`config.mk`:
```
export PLATFORM = sky130hd
export DESIGN_NAME = iq_upconverter
export DESIGN_NICKNAME = d
export VERILOG_FILES = /design/src/rtl/iq_pkg.sv /design/src/rtl/sigma_delta_1bit.sv /design/src/rtl/iq_upconverter.sv
export SDC_FILE = /design/constraint.sdc
export NUM_CORES = 1
export LEC_CHECK = 0
export ABC_AREA = 1
export ABC_CLOCK_PERIOD_IN_PS = 3300
export CORE_MARGIN = 8
export CORE_UTILIZATION = 55
export DETAILED_ROUTE_END_ITERATION = 8
export PLACE_DENSITY = 0.83
export SLEW_MARGIN = 20
export SYNTH_ARGS = -nofsm -noshare
export SYNTH_HDL_FRONTEND = slang
export SYNTH_SLANG_ARGS = --single-unit
```
`constraint.sdc`:
```
create_clock -name clk -period 3.3 [get_ports clk]
set_clock_uncertainty 0.2 [all_clocks]
set_input_delay 0.99 -clock clk [delete_from_list [all_inputs] [get_ports clk]]
set_output_delay 0.99 -clock clk [all_outputs]
set_load 0.05 [all_outputs]
```
`src/rtl/iq_pkg.sv`:
```
// Shared I/Q definitions: DDS quadrant type, mixer coefficient lookup and
// the 1-bit to +/-1 helper used by both the receive and transmit mixers.
package iq_pkg;

    typedef logic signed [1:0] phase_t;

    // Coefficient sign flags: a set bit means that component is negated.
    typedef struct packed {
        logic neg_i;
        logic neg_q;
    } coef_t;

    function automatic coef_t mix_coef(input phase_t p);
        coef_t c;
        case (p)
            2'b00:   c = '{neg_i: 1'b0, neg_q: 1'b1};
            2'b01:   c = '{neg_i: 1'b1, neg_q: 1'b1};
            2'b10:   c = '{neg_i: 1'b1, neg_q: 1'b0};
            default: c = '{neg_i: 1'b0, neg_q: 1'b0};
        endcase
        return c;
    endfunction

    function automatic logic signed [1:0] to_signed(input logic b);
        return b ? 2'sd1 : -2'sd1;
    endfunction

endpackage

```
`src/rtl/sigma_delta_1bit.sv`:
```
// First-order sigma-delta modulator: signed input to 1-bit output whose
// ones density is (1 + din/FS)/2. Emits a toggling idle pattern when disabled.
module sigma_delta_1bit #(
    parameter int IN_WIDTH = 9,
    parameter int FS       = 256
) (
    input  logic                       clk,
    input  logic                       rst_n,
    input  logic                       en,
    input  logic signed [IN_WIDTH-1:0] din,
    output logic                       dac
);

    localparam int AW = IN_WIDTH + 2;
    localparam logic signed [AW-1:0] FS_W = AW'(FS);

    logic signed [AW-1:0] acc;
    logic signed [AW-1:0] acc_next;
    logic signed [AW-1:0] din_x;
    logic signed [AW-1:0] fb;
    logic                 idle;

    assign din_x    = {{2{din[IN_WIDTH-1]}}, din};
    assign fb       = dac ? FS_W : -FS_W;
    assign acc_next = acc + din_x - fb;

    // idle marks that the previous cycle was disabled, so the toggle
    // pattern always opens with a 1.
    always_ff @(posedge clk or negedge rst_n) begin
        if (!rst_n) begin
            acc  <= '0;
            dac  <= 1'b0;
            idle <= 1'b0;
        end else if (!en) begin
            acc  <= '0;
            dac  <= idle ? ~dac : 1'b1;
            idle <= 1'b1;
        end else begin
            acc  <= acc_next;
            dac  <= ~acc_next[AW-1];
            idle <= 1'b0;
        end
    end

endmodule

```
`src/rtl/iq_upconverter.sv`:
```
// Transmit I/Q upconverter: valid/ready sample intake with HOLD-clock
// interpolation, quadrant LO mixer and 1-bit sigma-delta output.
module iq_upconverter
    import iq_pkg::*;
#(
    parameter int WIDTH = 8,
    parameter int HOLD  = 64
) (
    input  logic                    clk,
    input  logic                    rst_n,
    input  logic                    en,
    input  phase_t                  phase,
    input  logic                    in_valid,
    output logic                    in_ready,
    input  logic signed [WIDTH-1:0] in_i,
    input  logic signed [WIDTH-1:0] in_q,
    output logic                    dac,
    output logic                    underrun
);

    localparam int CW = $clog2(HOLD);
    localparam logic [CW-1:0] LAST = CW'(HOLD - 1);

    logic signed [WIDTH-1:0] i_r;
    logic signed [WIDTH-1:0] q_r;
    logic [CW-1:0]           cnt;
    logic                    active;
    logic                    accept;
    logic                    expire;

    assign in_ready = en && (!active || cnt == LAST);
    assign accept   = in_valid && in_ready;
    assign expire   = active && cnt == LAST;

    // Accept has priority over expiry, so back-to-back streaming never underruns.
    always_ff @(posedge clk or negedge rst_n) begin
        if (!rst_n) begin
            i_r      <= '0;
            q_r      <= '0;
            cnt      <= '0;
            active   <= 1'b0;
            underrun <= 1'b0;
        end else if (!en) begin
            i_r      <= '0;
            q_r      <= '0;
            cnt      <= '0;
            active   <= 1'b0;
            underrun <= 1'b0;
        end else begin
            underrun <= 1'b0;
            if (accept) begin
                i_r    <= in_i;
                q_r    <= in_q;
                cnt    <= '0;
                active <= 1'b1;
            end else if (expire) begin
                i_r      <= '0;
                q_r      <= '0;
                cnt      <= '0;
                active   <= 1'b0;
                underrun <= 1'b1;
            end else if (active) begin
                cnt <= cnt + CW'(1);
            end
        end
    end

    // Mixer: one extra bit so negating the most negative sample is exact.
    coef_t                 coef;
    logic signed [WIDTH:0] i_x;
    logic signed [WIDTH:0] q_x;
    logic signed [WIDTH:0] m_next;
    logic signed [WIDTH:0] m_r;

    assign coef   = mix_coef(phase);
    assign i_x    = {i_r[WIDTH-1], i_r};
    assign q_x    = {q_r[WIDTH-1], q_r};
    assign m_next = (coef.neg_i ? -i_x : i_x) + (coef.neg_q ? -q_x : q_x);

    always_ff @(posedge clk or negedge rst_n) begin
        if (!rst_n) begin
            m_r <= '0;
        end else if (!en) begin
            m_r <= '0;
        end else begin
            m_r <= m_next;
        end
    end

    sigma_delta_1bit #(
        .IN_WIDTH(WIDTH + 1),
        .FS      (2 ** WIDTH)
    ) u_sd (
        .clk  (clk),
        .rst_n(rst_n),
        .en   (en),
        .din  (m_r),
        .dac  (dac)
    );

endmodule

```
Word level (Yosys, flattened, before mapping)
Cells that the tools add are included.
{"block": "word_totals", "output_inout_bits": 3, "reg_bits": 46}
{"block": "op_classes", "mux": 24, "addsub": 6, "eq_ne": 5, "bitwise": 2, "n_reduce_logical": 6}
{"cell": "$mux W8", "n": 5}
{"cell": "$mux W9", "n": 3}
{"cell": "$mux W6", "n": 4}
{"cell": "$mux W11", "n": 2}
{"cell": "$neg A8 Y9", "n": 2}
{"cell": "$add A11 B9 Y11", "n": 1}
{"cell": "$sub A11 B11 Y11", "n": 1}
{"cell": "$add A9 B9 Y9", "n": 1}
{"cell": "$mux W1", "n": 9}
{"cell": "$add A6 B1 Y6 const B", "n": 1}
{"cell": "$eq A6 B6 Y1 const B", "n": 1}
{"cell": "$pmux W2 S3", "n": 1}
{"cell": "$ne A4 B1 Y1 const B", "n": 1}
{"cell": "$logic_and A1 B1 Y1", "n": 3}
{"cell": "$ne A3 B1 Y1 const B", "n": 1}
{"cell": "$eq A2 B1 Y1 const B", "n": 1}
{"cell": "$eq A2 B2 Y1 const B", "n": 1}
{"cell": "$logic_not A2 Y1", "n": 1}
{"cell": "$not A1 Y1", "n": 2}
{"cell": "$logic_not A1 Y1", "n": 1}
{"cell": "$logic_or A1 B1 Y1", "n": 1}

Logic depth before layout (Yosys ltp)
{"block": "logic_depth", "word_depth": 6, "ltp_mapped": 15}

Hierarchy
Synthesis repeated with hierarchy kept, for this count alone.
{"block": "unflattened", "cells_unflattened": 443, "area_unflattened_um2": 3330.7}
{"module": "iq_upconverter", "area_each_um2": 2128.3, "seq_area_each_um2": 825.8, "n_inst": 1, "cells_each": 272}
{"module": "sigma_delta_1bit", "area_each_um2": 1202.4, "seq_area_each_um2": 325.3, "n_inst": 1, "cells_each": 171}

Least setup slack after synthesis
OpenSTA, ideal clock, no wires.
{"block": "synth_timing", "path_type": "input -> register", "start": "input phase[1]", "end": "register m_r[5]", "setup_ns": 0.071, "path_buffers": 0, "path_slack_ns": 0.259, "path_stages": 14, "required_ns": 3.029, "arrival_time_ns": 2.770, "cell_sequence": "inv_1 > ha_1 > o21bai_2 > nor2_1 > xor2_1 > ha_1 > a21oi_1 > nand2_1 > nand2_1 > nor2_1 > or2_2 > nand2_1 > nand2_1 > nor2_1"}
{"block": "synth_between", "elab_chain_len": 5}
{"item": "start, declared", "line_no": "iq_upconverter.sv:12", "rtl": "input phase_t phase,"}
{"item": "$eq A2 B2 Y1 (tied with other cells)", "line_no": "iq_pkg.sv:15", "rtl": "case (p)"}
{"item": "$pmux W2 S3 (*)", "line_no": "iq_pkg.sv:15"}
{"item": "$mux W9", "line_no": "iq_upconverter.sv:78", "rtl": "assign m_next = (coef.neg_i ? -i_x : i_x) + (coef.neg_q ? -q_x : q_x);"}
{"item": "$add A9 B9 Y9 (*)", "line_no": "iq_upconverter.sv:78"}
{"item": "$mux W9 (*)", "line_no": "iq_upconverter.sv:83", "rtl": "end else if (!en) begin"}
{"item": "end signal, assigned", "line_no": "iq_upconverter.sv:86", "rtl": "m_r <= m_next;"}
{"item": "end, declared", "line_no": "iq_upconverter.sv:73", "rtl": "logic signed [WIDTH:0] m_r;"}
Every way passes the cells marked *; elsewhere a longest branch is shown, timed or not.
A chain may end at the register's enable or synchronous reset.

Worst setup path in the final report
{"block": "layout_timing", "start": "input phase[0]", "end": "register m_r[5]"}
The elaborated chain is that of the path after synthesis.

==> impl_summary.log <==
[metrics] post-route total power: 2.57 mW
[metrics] largest net degree at the start of global routing: 35
[metrics] site row count: 28
[metrics] Seq/Total Area, Yosys: 0.352
[metrics] Total Die Area: 8670 µm²
[metrics] Max-Cap Viols: 0
[metrics] synthesized instance count: 420
[metrics] share of the synthesized area in compound gates (AO/OA/AOI/OAI): 0.125
[metrics] vertical die dimension: 93.1 µm
[metrics] io pins: 25
[metrics] fraction of final layout cells with drive strength greater than 1: 0.120
[metrics] worst path arrival time: 3.13 ns
[metrics] maximum count of clock buffers along a single path: 2
[metrics] top cell type by total area after synthesis: dfrtp_1
[metrics] number of violations reported at the end of detailed-routing iteration 0: 101
[metrics] xor/xnor share of the synthesized area: 0.0509
[metrics] Filler cells: 502
[metrics] net total in the final layout: 522
[metrics] setup repair after global routing missed its margin: false
[metrics] Netlist Area Pre-Place: 3270 µm²
[metrics] maximum fanout encountered on the critical timing path: 5
[metrics] Post-Synthesis Net Count: 477
[metrics] clock power share: 0.126
[metrics] area occupied by multi-input gates: 1780 µm²
[metrics] Clk pin slew, worst setup/hold paths: 0.08 ns
[metrics] worst hold path type: flip-flop to flip-flop
[metrics] TritonRoute pass-1 iters: 4
[metrics] total global routing overflow: 0
[metrics] horizontal extent of the die: 93.1 µm
[metrics] CTS tree: yes
[metrics] nature of the critical path startpoint: input port
[metrics] pwr/cell area: 672 nW/µm²
[metrics] Simple-Gate Fraction of Synth Area: 0.220
[metrics] detail-routed via count per cell: 5.15
[metrics] average wire per cell in the routed design: 12.3 µm
[metrics] Buffers on Ports: 24
[metrics] Final Max Tran Viols: 0
[metrics] worst slew pin tran: 0.764 ns
[metrics] internal power: 1.41 mW
[metrics] shortest period the worst path allows: 3.09 ns
[metrics] Sw Share: 0.450
[metrics] clock root buffer master: clkbuf_8
[metrics] total via count after detailed routing: 2781
[metrics] Setup-failing EPs final: 0
[metrics] starting density of the core: 0.559
[metrics] net switching power of the design: 1.16 mW
[metrics] GP Congestion: 0.882
[metrics] number of antenna cells inserted: 0
[metrics] post-route ant nets: 0
[metrics] status: complete, no violations
[metrics] required arrival time at the worst endpoint: 3.34 ns
[metrics] main combinational cell family by area after synthesis: simple AND/OR/NAND/NOR gates
[metrics] wire length of the first global-routing pass: 12000 µm
[metrics] post-synthesis mux area share: 0
[metrics] Hold Vio Cnt, Final: 0
[metrics] total of flip-flops plus latches after synthesis: 46
[metrics] post-synthesis adder-cell area fraction: 0.138
[metrics] Fmax: 323 MHz
[metrics] worst relative slew slack: 0.490
[metrics] type of destination of the critical path: flip-flop
[metrics] final cell count without fillers: 540
[metrics] leakage power of the design: 2.05 nW
[metrics] Cell Count Post-Placement: 530
[metrics] Sink Count: 46
[metrics] core region area: 5850 µm²
[metrics] part of the power in combinational logic: 0.596
[metrics] synth-to-layout area growth: 17.0%
[metrics] vias in the first global route: 2815
[metrics] average cell area after synthesis: 7.79 µm²
[metrics] Reg power frac: 0.278
[metrics] distinct cell type count after synthesis: 34
[metrics] FF/Latch Area: 1150 µm²
[metrics] startpoint-to-endpoint class of the critical path: input port to flip-flop
[metrics] Max H-tree Level: 2
[metrics] number of antenna violations at the first check in global routing: 0
[metrics] Remaining DRCs: 0
[metrics] HPWL reported at the end of detailed placement: 5320 µm
[metrics] Overall Global Routing Usage: 0.168
[metrics] Area contributors post-synth: dfrtp_1, ha_1, inv_1, nand2_1, nand3_1
[metrics] clock insertion delay at the later pin of the skew report: 0.30 ns
[metrics] post-placement worst setup slack: -0.422 ns
[metrics] routed wire length: 6630 µm
[metrics] portion of synthesized cell area occupied by the leading cell type: 0.352
[metrics] Inserted Clock Buffers: 5
[metrics] final worst setup slack: 0.208 ns
[metrics] Post-Route Hold Slack: 0.293 ns
[metrics] fin crit share: 0.937
[metrics] Peak supply drop: 0.424 mV
[metrics] number of warnings reported in the yosys synthesis log: 0
## placed cells by master, fill, tap and decap left out, types with 2 or more instances in the layout
| cell type | Yosys | final |
|---|---|---|
| nor2_1 | 35 | 35 |
| nor3_1 | 5 | 5 |
| dfrtp_1 | 46 | 46 |
| buf_4 | 1 | 21 |
| clkdlybuf4s50_1 | 0 | 20 |
| o21ai_2 | 11 | 11 |
| o21bai_1 | 3 | 3 |
| nand2_1 | 73 | 73 |
| a21oi_2 | 1 | 2 |
| a21oi_1 | 28 | 27 |
| nand4_1 | 8 | 8 |
| nand3_1 | 34 | 34 |
| fa_1 | 2 | 2 |
| xor2_1 | 16 | 15 |
| clkinv_2 | 1 | 3 |
| a31oi_1 | 2 | 2 |
| xnor2_1 | 3 | 3 |
| o21ai_0 | 17 | 17 |
| inv_1 | 83 | 82 |
| clkbuf_8 | 0 | 5 |
| ha_1 | 33 | 31 |
## power by group through the flow
| stage | registers (mW) | logic [mW] | clock network (mW) |
|---|---|---|---|
| final | 0.716 | 1.53 | 0.323 |
| after global routing | 0.728 | 1.77 | 0.363 |
| after CTS | 0.717 | 1.53 | 0.331 |
| after detailed placement | 0.729 | 1.51 | 0 |
| after global placement | 0.726 | 1.44 | 0 |
| after floorplan | 0.740 | 1.13 | 0 |
## cells by family after synthesis
group                      Yosys count
DFF                                 46
buffers and inverters               91
adders and majority gates           35
AOI/OAI and AO/OA                   66
xor gates and xnor gates            19
and+or+nand+nor                    163
## critical path, stage by stage
cell and delay (ns):
dlygate4sd2_1 0.27, ha_1 0.22, o21bai_4 0.20, nor2_1 0.13
xor2_1 0.18, ha_1 0.30, a21oi_2 0.18, nand2_1 0.10
nand2_1 0.07, nor2_1 0.05, or2_2 0.28, nand2_1 0.06
nand2_1 0.04, nor2_1 0.08
## cell usage after synthesis
library cell,n
a21boi_0,1
a21o_1,1
a21oi_1,28
a21oi_2,1
a21oi_4,1
a31oi_1,2
and2_1,1
buf_2,2
buf_4,1
buf_6,3
clkbuf_1,1
clkinv_2,1
dfrtp_1,46
fa_1,2
ha_1,33
inv_1,83
nand2_1,73
nand2_2,1
nand2_4,1
nand3_1,34
nand3_2,1
nand3_4,1
nand4_1,8
nor2_1,35
nor2_2,1
nor3_1,5
o21ai_0,17
o21ai_2,11
o21bai_1,3
o21bai_2,1
or2_0,1
or2_2,1
xnor2_1,3
xor2_1,16
## path summary, 6_finish.rpt
| path | cells after the start | to | slack (ns) | start |
|---|---|---|---|---|
| worst min register to register | 3 | u_sd.dac | 0.29 | u_sd.idle |
| worst max-delay path | 14 | m_r[5] | 0.21 | phase[0] |
| min in group asynchronous | 1 | u_sd.acc[2] | 0.36 | rst_n |
| worst min-delay path | 3 | u_sd.dac | 0.29 | u_sd.idle |
| max in group asynchronous | 2 | cnt[1] | 1.81 | rst_n |
| worst max register to register | 14 | m_r[8] | 0.89 | q_r[1] |
## sequential cells by signal, summed over array words and instances (netlist names)
| name | count |
|---|---|
| active | 1 |
| q_r | 8 |
| m_r | 9 |
| cnt | 6 |
| u_sd.acc | 11 |
| u_sd.dac | 1 |
| underrun | 1 |
| i_r | 8 |
| u_sd.idle | 1 |
## metrics by stage
stage               instance area [µm²]  setup TNS [ns]   util
finish                             3830               0  0.654
global route                       3830               0  0.654
detailed placement                 3690           -2.00  0.631
CTS                                3820               0  0.652
floorplan                          3270               0      -
global placement                   3690           -1.36  0.631
## repair_timing
item | CTS | global route
hold buffers | 0 | 0
endpoints found under the setup margin | 3 | 6
buffers inserted | 2 | 1
resized for setup | 7 | 1
pin swaps | 4 | 3
## final cells by class
| class | count | area share |
|---|---|---|
| Tap cell | 75 | 0.0245 |
| Clock buffer | 5 | 0.0180 |
| Inverter | 84 | 0.0827 |
| Timing Repair Buffer | 45 | 0.106 |
| Sequential cell | 46 | 0.301 |
| Clock inverter | 2 | 0.00262 |
| Multi-Input combinational cell | 283 | 0.466 |
## metal layers
metal  share of wire  GRT usage  vias up
met5               0          0        -
met4           0.019     0.0617        0
met3           0.031     0.0369       14
met2            0.51      0.316       56
met1            0.44      0.178     1289
li1                -          -     1422
(Power assumes the default switching activity.)
